--- src/rtl/vid_status_leds_if.sv ---
`default_nettype none
// ============================================================================
// Module      : vid_status_leds_if
// Description : Wishbone register-access bundle for the status LED controller.
// Revision    : 1.0 - initial release
// ============================================================================
interface vid_status_leds_if;
    logic [1:0]  wb_addr;
    logic [31:0] wb_wdata;
    logic [31:0] wb_rdata;
    logic        wb_we;
    logic        wb_cyc;
    logic        wb_ack;

    modport master (
        output wb_addr, wb_wdata, wb_we, wb_cyc,
        input  wb_rdata, wb_ack
    );

    modport slave (
        input  wb_addr, wb_wdata, wb_we, wb_cyc,
        output wb_rdata, wb_ack
    );
endinterface
`default_nettype wire

--- src/rtl/vid_status_leds.sv ---
`default_nettype none
// ============================================================================
// Module      : vid_status_leds
// Description : Error/heartbeat LED controller with held error display, sticky
//               flags and saturating event counters behind a Wishbone port.
// Revision    : 1.0 - initial release
// ============================================================================
module vid_status_leds #(
    parameter int N_ERR  = 2,
    parameter int HOLD_W = 26,
    parameter int PWM_W  = 3,
    parameter int CNT_W  = 8
) (
    input  logic             clk,
    input  logic             rst_n,
    input  logic [N_ERR-1:0] err_i,
    input  logic             hb_i,
    vid_status_leds_if.slave wb,
    output logic [2:0]       rgb_pwm
);

    function automatic logic [N_ERR-1:0][2:0] mask_reset();
        logic [N_ERR-1:0][2:0] m;
        for (int i = 0; i < N_ERR; i++) begin
            m[i] = (i == 0) ? 3'b100 : ((i == 1) ? 3'b010 : 3'b001);
        end
        return m;
    endfunction

    localparam logic [N_ERR-1:0][2:0] c_mask_rst = mask_reset();
    localparam logic [31:0]           c_id_word  = {16'h5354, 8'(N_ERR), 8'(CNT_W)};

    logic [HOLD_W-1:0]           per_cnt_q, per_cnt_d;
    logic [N_ERR-1:0]            acc_q, acc_d;
    logic [N_ERR-1:0]            disp_q, disp_d;
    logic [N_ERR-1:0]            sticky_q, sticky_d;
    logic [N_ERR-1:0][CNT_W-1:0] cnt_q, cnt_d;
    logic [PWM_W-1:0]            duty_q, duty_d;
    logic                        hb_en_q, hb_en_d;
    logic [N_ERR-1:0][2:0]       mask_q, mask_d;
    logic                        ack_q, ack_d;
    logic [31:0]                 rdata_q, rdata_d;
    logic [2:0]                  rgb_q, rgb_d;

    logic        w_wrap;
    logic        w_wr;
    logic        w_gate;
    logic        w_hb;
    logic [31:0] w_rd;
    logic        w_unused;

    assign w_wrap    = &per_cnt_q;
    assign per_cnt_d = per_cnt_q + HOLD_W'(1);
    // Writes commit on the clock edge that closes the ack cycle.
    assign w_wr      = ack_q & wb.wb_cyc & wb.wb_we;
    assign w_gate    = per_cnt_q[PWM_W-1:0] < duty_q;
    assign w_hb      = hb_en_q & hb_i & per_cnt_q[HOLD_W-1];
    assign ack_d     = wb.wb_cyc & ~ack_q;
    assign rdata_d   = ack_d ? w_rd : 32'd0;
    assign w_unused  = ^wb.wb_wdata;

    always_comb begin
        acc_d    = '0;
        disp_d   = '0;
        sticky_d = '0;
        cnt_d    = '0;
        for (int i = 0; i < N_ERR; i++) begin
            acc_d[i]    = w_wrap ? 1'b0 : (acc_q[i] | err_i[i]);
            disp_d[i]   = w_wrap ? (acc_q[i] | err_i[i]) : disp_q[i];
            sticky_d[i] = err_i[i] |
                          (sticky_q[i] & ~(w_wr && (wb.wb_addr == 2'd0) && wb.wb_wdata[i]));
            cnt_d[i]    = (w_wr && (wb.wb_addr == 2'd2)) ? '0 : cnt_q[i];
            if (err_i[i] && (cnt_d[i] != '1)) begin
                cnt_d[i] = cnt_d[i] + CNT_W'(1);
            end
        end
    end

    always_comb begin
        duty_d  = duty_q;
        hb_en_d = hb_en_q;
        mask_d  = mask_q;
        if (w_wr && (wb.wb_addr == 2'd1)) begin
            duty_d  = wb.wb_wdata[PWM_W-1:0];
            hb_en_d = wb.wb_wdata[7];
            for (int i = 0; i < N_ERR; i++) begin
                mask_d[i] = wb.wb_wdata[8+3*i +: 3];
            end
        end
    end

    always_comb begin
        w_rd = 32'd0;
        case (wb.wb_addr)
            2'd0: w_rd[N_ERR-1:0] = sticky_q;
            2'd1: begin
                w_rd[PWM_W-1:0] = duty_q;
                w_rd[7]         = hb_en_q;
                for (int i = 0; i < N_ERR; i++) begin
                    w_rd[8+3*i +: 3] = mask_q[i];
                end
            end
            2'd2: begin
                for (int i = 0; i < N_ERR; i++) begin
                    w_rd[8*i +: CNT_W] = cnt_q[i];
                end
            end
            default: w_rd = c_id_word;
        endcase
    end

    // Heartbeat is hard-wired to colour 0; errors route through their masks.
    always_comb begin
        rgb_d = {2'b00, w_hb};
        for (int c = 0; c < 3; c++) begin
            for (int i = 0; i < N_ERR; i++) begin
                rgb_d[c] = rgb_d[c] | (disp_q[i] & mask_q[i][c]);
            end
        end
        if (!w_gate) begin
            rgb_d = 3'b000;
        end
    end

    always_ff @(posedge clk or negedge rst_n) begin
        if (!rst_n) begin
            per_cnt_q <= '0;
            acc_q     <= '0;
            disp_q    <= '0;
            sticky_q  <= '0;
            cnt_q     <= '0;
            duty_q    <= PWM_W'(1);
            hb_en_q   <= 1'b1;
            mask_q    <= c_mask_rst;
            ack_q     <= 1'b0;
            rdata_q   <= 32'd0;
            rgb_q     <= 3'b000;
        end else begin
            per_cnt_q <= per_cnt_d;
            acc_q     <= acc_d;
            disp_q    <= disp_d;
            sticky_q  <= sticky_d;
            cnt_q     <= cnt_d;
            duty_q    <= duty_d;
            hb_en_q   <= hb_en_d;
            mask_q    <= mask_d;
            ack_q     <= ack_d;
            rdata_q   <= rdata_d;
            rgb_q     <= rgb_d;
        end
    end

    assign wb.wb_ack   = ack_q;
    assign wb.wb_rdata = rdata_q;
    assign rgb_pwm     = rgb_q;

endmodule
`default_nettype wire

--- src/flat_wrapper.sv ---
// flat-port wrapper written by rule: the top's interface ports become plain ports
module vid_status_leds_flat 
#(
    parameter int N_ERR  = 2,
    parameter int HOLD_W = 26,
    parameter int PWM_W  = 3,
    parameter int CNT_W  = 8
)
  (clk, rst_n, err_i, hb_i, rgb_pwm, wb_wb_addr, wb_wb_wdata, wb_wb_we, wb_wb_cyc, wb_wb_rdata, wb_wb_ack);
  vid_status_leds_if wb_i ();
  input  logic clk;
  input  logic rst_n;
  input  logic [N_ERR-1:0] err_i;
  input  logic hb_i;
  output logic [2:0] rgb_pwm;
  input wire logic [$bits(wb_i.wb_addr)-1:0] wb_wb_addr;
  input wire logic [$bits(wb_i.wb_wdata)-1:0] wb_wb_wdata;
  input wire logic [$bits(wb_i.wb_we)-1:0] wb_wb_we;
  input wire logic [$bits(wb_i.wb_cyc)-1:0] wb_wb_cyc;
  output wire logic [$bits(wb_i.wb_rdata)-1:0] wb_wb_rdata;
  output wire logic [$bits(wb_i.wb_ack)-1:0] wb_wb_ack;
  assign wb_i.wb_addr = wb_wb_addr;
  assign wb_i.wb_wdata = wb_wb_wdata;
  assign wb_i.wb_we = wb_wb_we;
  assign wb_i.wb_cyc = wb_wb_cyc;
  assign wb_wb_rdata = wb_i.wb_rdata;
  assign wb_wb_ack = wb_i.wb_ack;
  vid_status_leds #(.N_ERR(N_ERR), .HOLD_W(HOLD_W), .PWM_W(PWM_W), .CNT_W(CNT_W)) u_core (.clk(clk), .rst_n(rst_n), .err_i(err_i), .hb_i(hb_i), .wb(wb_i), .rgb_pwm(rgb_pwm));
endmodule
--- config.mk ---
export PLATFORM = sky130hd
export DESIGN_NAME = vid_status_leds_flat
export DESIGN_NICKNAME = d
export VERILOG_FILES = /design/src/rtl/vid_status_leds_if.sv /design/src/rtl/vid_status_leds.sv /design/src/flat_wrapper.sv
export SDC_FILE = /design/constraint.sdc
export NUM_CORES = 1
export LEC_CHECK = 0
export CORE_UTILIZATION = 50
export DETAILED_ROUTE_END_ITERATION = 8
export PLACE_DENSITY = 0.79
export SYNTH_ARGS = -nofsm -noshare
export SYNTH_HDL_FRONTEND = slang
export SYNTH_SLANG_ARGS = --single-unit
--- constraint.sdc ---
create_clock -name clk -period 2.3 [get_ports clk]
set_input_delay 0.345 -clock clk [delete_from_list [all_inputs] [get_ports clk]]
set_output_delay 0.345 -clock clk [all_outputs]
set_load 0.03 [all_outputs]
==> impl_metrics.env <==
export IMPL_worstPathRequired_ps=2570
export IMPL_synth_top_area_frac=0.531
export IMPL_instances_no_fill=469
export IMPL_fin_area_mm2=0.00419
export IMPL_antenna_found_initial=0
export IMPL_hold_viol=0
export IMPL_cts_sinks=79
export IMPL_diodes=0
export IMPL_r2r_end="u_core.disp_q[1]"
export IMPL_synthXorXnorAreaFrac=0.0595
export IMPL_hold_buffers=1
export IMPL_clock_root_buffer="clkbuf_8"
export IMPL_hold_class="in -> async"
export IMPL_synth_compound_area_frac=0.0789
export IMPL_synth_area_leaders="dfrtp_1 53%, xor2_1 4.0%, nor2_1 3.7%, buf_4 3.4%, mux2_2 3.2%"
export IMPL_power_leakage_nw=1.98
export IMPL_setup_viol=0
export IMPL_grt_pass1_wl_um=11200
export IMPL_wl_per_cell_um=14.1
export IMPL_vdd_drop_max_uv=361
export IMPL_ios=77
export IMPL_rows=30
export IMPL_ant_nets=0
export IMPL_ys_warn_count=0
export IMPL_cts_tree="done"
export IMPL_area_delta_synth_final_pct=18.6
export IMPL_synth_main_ff_cell="dfrtp_1"
export IMPL_htree_levels=3
export IMPL_startpoint_type="register"
export IMPL_drive_gt1_frac=0.0965
export IMPL_cts_resized=0
export IMPL_grt_use_total=0.200
export IMPL_crit_fanout=8
export IMPL_clk_pin_slew_ps=80
export IMPL_yosys_area_share_simple=0.171
export IMPL_period_share=0.799
export IMPL_dp_cells=452
export IMPL_io_buffers=45
export IMPL_ys_seq_area_frac=0.561
export IMPL_hpwlAfterDp_um=4520
export IMPL_nFillCells=564
export IMPL_hold_ws_ps=457
export IMPL_rr_startpoint="u_core.per_cnt_q[0]"
export IMPL_chipHeight_um=86.1
export IMPL_place_area_mm2=0.00400
export IMPL_utilization=0.617
export IMPL_core_mm2=0.00679
export IMPL_yosys_area_share_adder=0.0248
export IMPL_max_cap_viol_count=0
export IMPL_rsz0062_at_grt="no"
export IMPL_cts_buffers_inserted=9
export IMPL_synth_edff_count=0
export IMPL_synth_top_family_by_area="simple AND/OR/NAND/NOR gates"
export IMPL_netlist_instances=324
export IMPL_max_freq_ghz=0.544
export IMPL_vias=2450
export IMPL_synth_seq_cells=79
export IMPL_cp_slowest_cell="dfrtp_1"
export IMPL_arrival_ps=2100
export IMPL_muxShareOfSynthArea=0.0375
export IMPL_ys_types=35
export IMPL_die_w_um=86.1
export IMPL_die_area_mm2=0.00741
export IMPL_r2r_setup_slack_ps=460
export IMPL_crit_path_cell_trace="ha_1 -> nand3_1 -> or2_1 -> nor4_4 -> mux2i_1"
export IMPL_grt_overflow=0
export IMPL_tns_ps=0
export IMPL_layout_nets=416
export IMPL_clockBufferDepth=2
export IMPL_synth_common_cells="75 x dfrtp_1, 35 x nor2_1, 18 x inv_1, 18 x nor3_1, 17 x nand2_1"
export IMPL_viasPerCell=5.22
export IMPL_grt_pass1_vias=2319
export IMPL_routed_wl_um=6610
export IMPL_drtIter0Drc=185
export IMPL_gp_congestion=0.801
export IMPL_status="completed"
export IMPL_period_needed_ps=1840
export IMPL_power_density_mw_per_mm2=779
export IMPL_cp_slowest_stage_delay_ps=420
export IMPL_critPathCaptureType="register"
export IMPL_worstRegToRegCells=5
export IMPL_clock_skew_ps=9.61
export IMPL_synthesis_area_mm2=0.00353
export IMPL_grt_max_degree=50
export IMPL_start_util=0.520
export IMPL_drc_errors=0
export IMPL_syn_area_per_cell_um2=10.9
export IMPL_cts_setup_buffers=0
export IMPL_drtPass1Iterations=4
export IMPL_async_flop_share=1.00
export IMPL_crit_type="reg -> reg"
export IMPL_synth_area_leader_cell="dfrtp_1"
export IMPL_synth_most_common_cell="dfrtp_1"
export IMPL_insertion_delay_ps=350
export IMPL_maxSlewViolCount=0
report_power, final:
part | switching, W | internal, W
Sequential | 0.000174 | 0.00158
Combinational | 0.000315 | 0.000255
Clock | 0.000462 | 0.000484
Total | 0.000951 | 0.00232
how the worst max path moves through the flow:
stage / from / endpoint / slack [ps]
2_1_floorplan: u_core.per_cnt_q[0] / u_core.disp_q[0] / 720
3_3_place_gp: wb_wb_addr[0] / u_core.cnt_q[8] / 310
3_5_place_dp: wb_wb_addr[0] / u_core.cnt_q[0] / 270
4_1_cts: u_core.per_cnt_q[0] / u_core.disp_q[1] / 450
5_1_grt: u_core.per_cnt_q[0] / u_core.disp_q[1] / 330
6_report: u_core.per_cnt_q[0] / u_core.disp_q[1] / 460
cell type report:
cell class	instances	area (um2)	area share
tap	96	120	0.0287
timing repair buffer	49	493	0.118
multi-input combinational	211	1350	0.322
inverter	18	67.6	0.0161
clock buffer	16	180	0.0430
sequential	79	1980	0.473
cell families after synthesis:
| logic type | after synthesis |
|---|---|
| XOR/XNOR | 24 |
| flip-flops | 79 |
| AO/OA/AOI/OAI | 43 |
| other | 1 |
| AND/OR/NAND/NOR | 116 |
| buffers and inverters | 42 |
| multiplexers | 12 |
| adder cells (fa/ha/maj) | 7 |
metal layers:
layer / GRT usage / share of wire / up-vias
li1: - / - / 1179
met1: 0.295 / 0.48 / 1196
met2: 0.295 / 0.47 / 66
met3: 0.0327 / 0.039 / 9
met4: 0.0818 / 0.012 / 0
met5: 0 / 0 / -
registers in the layout (all words and copies together) (netlist names):
name / flops
u_core.hb_en_q: 1
u_core.per_cnt_q: 26
u_core.disp_q: 2
u_core.wb.wb_ack: 1
u_core.sticky_q: 2
u_core.cnt_q: 16
u_core.mask_q: 6
u_core.acc_q: 2
u_core.duty_q: 3
u_core.rgb_pwm: 3
u_core.wb.wb_rdata: 17
cells in the final DEF (no fill, tap or decap):
master / n
xor2_1: 16
nor4_4: 1
dfrtp_1: 75
a31oi_1: 4
nor4_2: 1
xnor2_1: 8
dfstp_2: 4
clkbuf_1: 4
ha_1: 7
and2_1: 5
dlygate4sd3_1: 1
or2_0: 1
nand3_1: 13
clkbuf_8: 12
nand2_1: 17
conb_1: 9
nand4_1: 3
nor2_1: 35
mux2_2: 10
a21oi_1: 14
and3_1: 13
and4_1: 1
buf_12: 1
mux2i_1: 2
a21o_1: 4
nand4_2: 4
a222oi_1: 2
o21ai_0: 4
a211oi_1: 4
buf_4: 3
inv_1: 18
nand2b_1: 3
clkdlybuf4s50_1: 44
a22oi_1: 10
a221oi_1: 1
nor3_1: 18
or2_1: 1
worst max-delay path: cells and delay by family (launching register included):
family,cells,cell delay (ps)
adders and majority gates,1,220
DFF,1,420
muxes,1,240
and+or+nand+nor,3,880
through the flow:
step                setup slack (ps)  power (W)
floorplan                        719    0.00211
global placement                 308    0.00231
detailed placement               267    0.00233
CTS                              446    0.00329
global route                     334    0.00344
finish                           463    0.00327
Note: power is estimated with default switching activity, not from simulation.
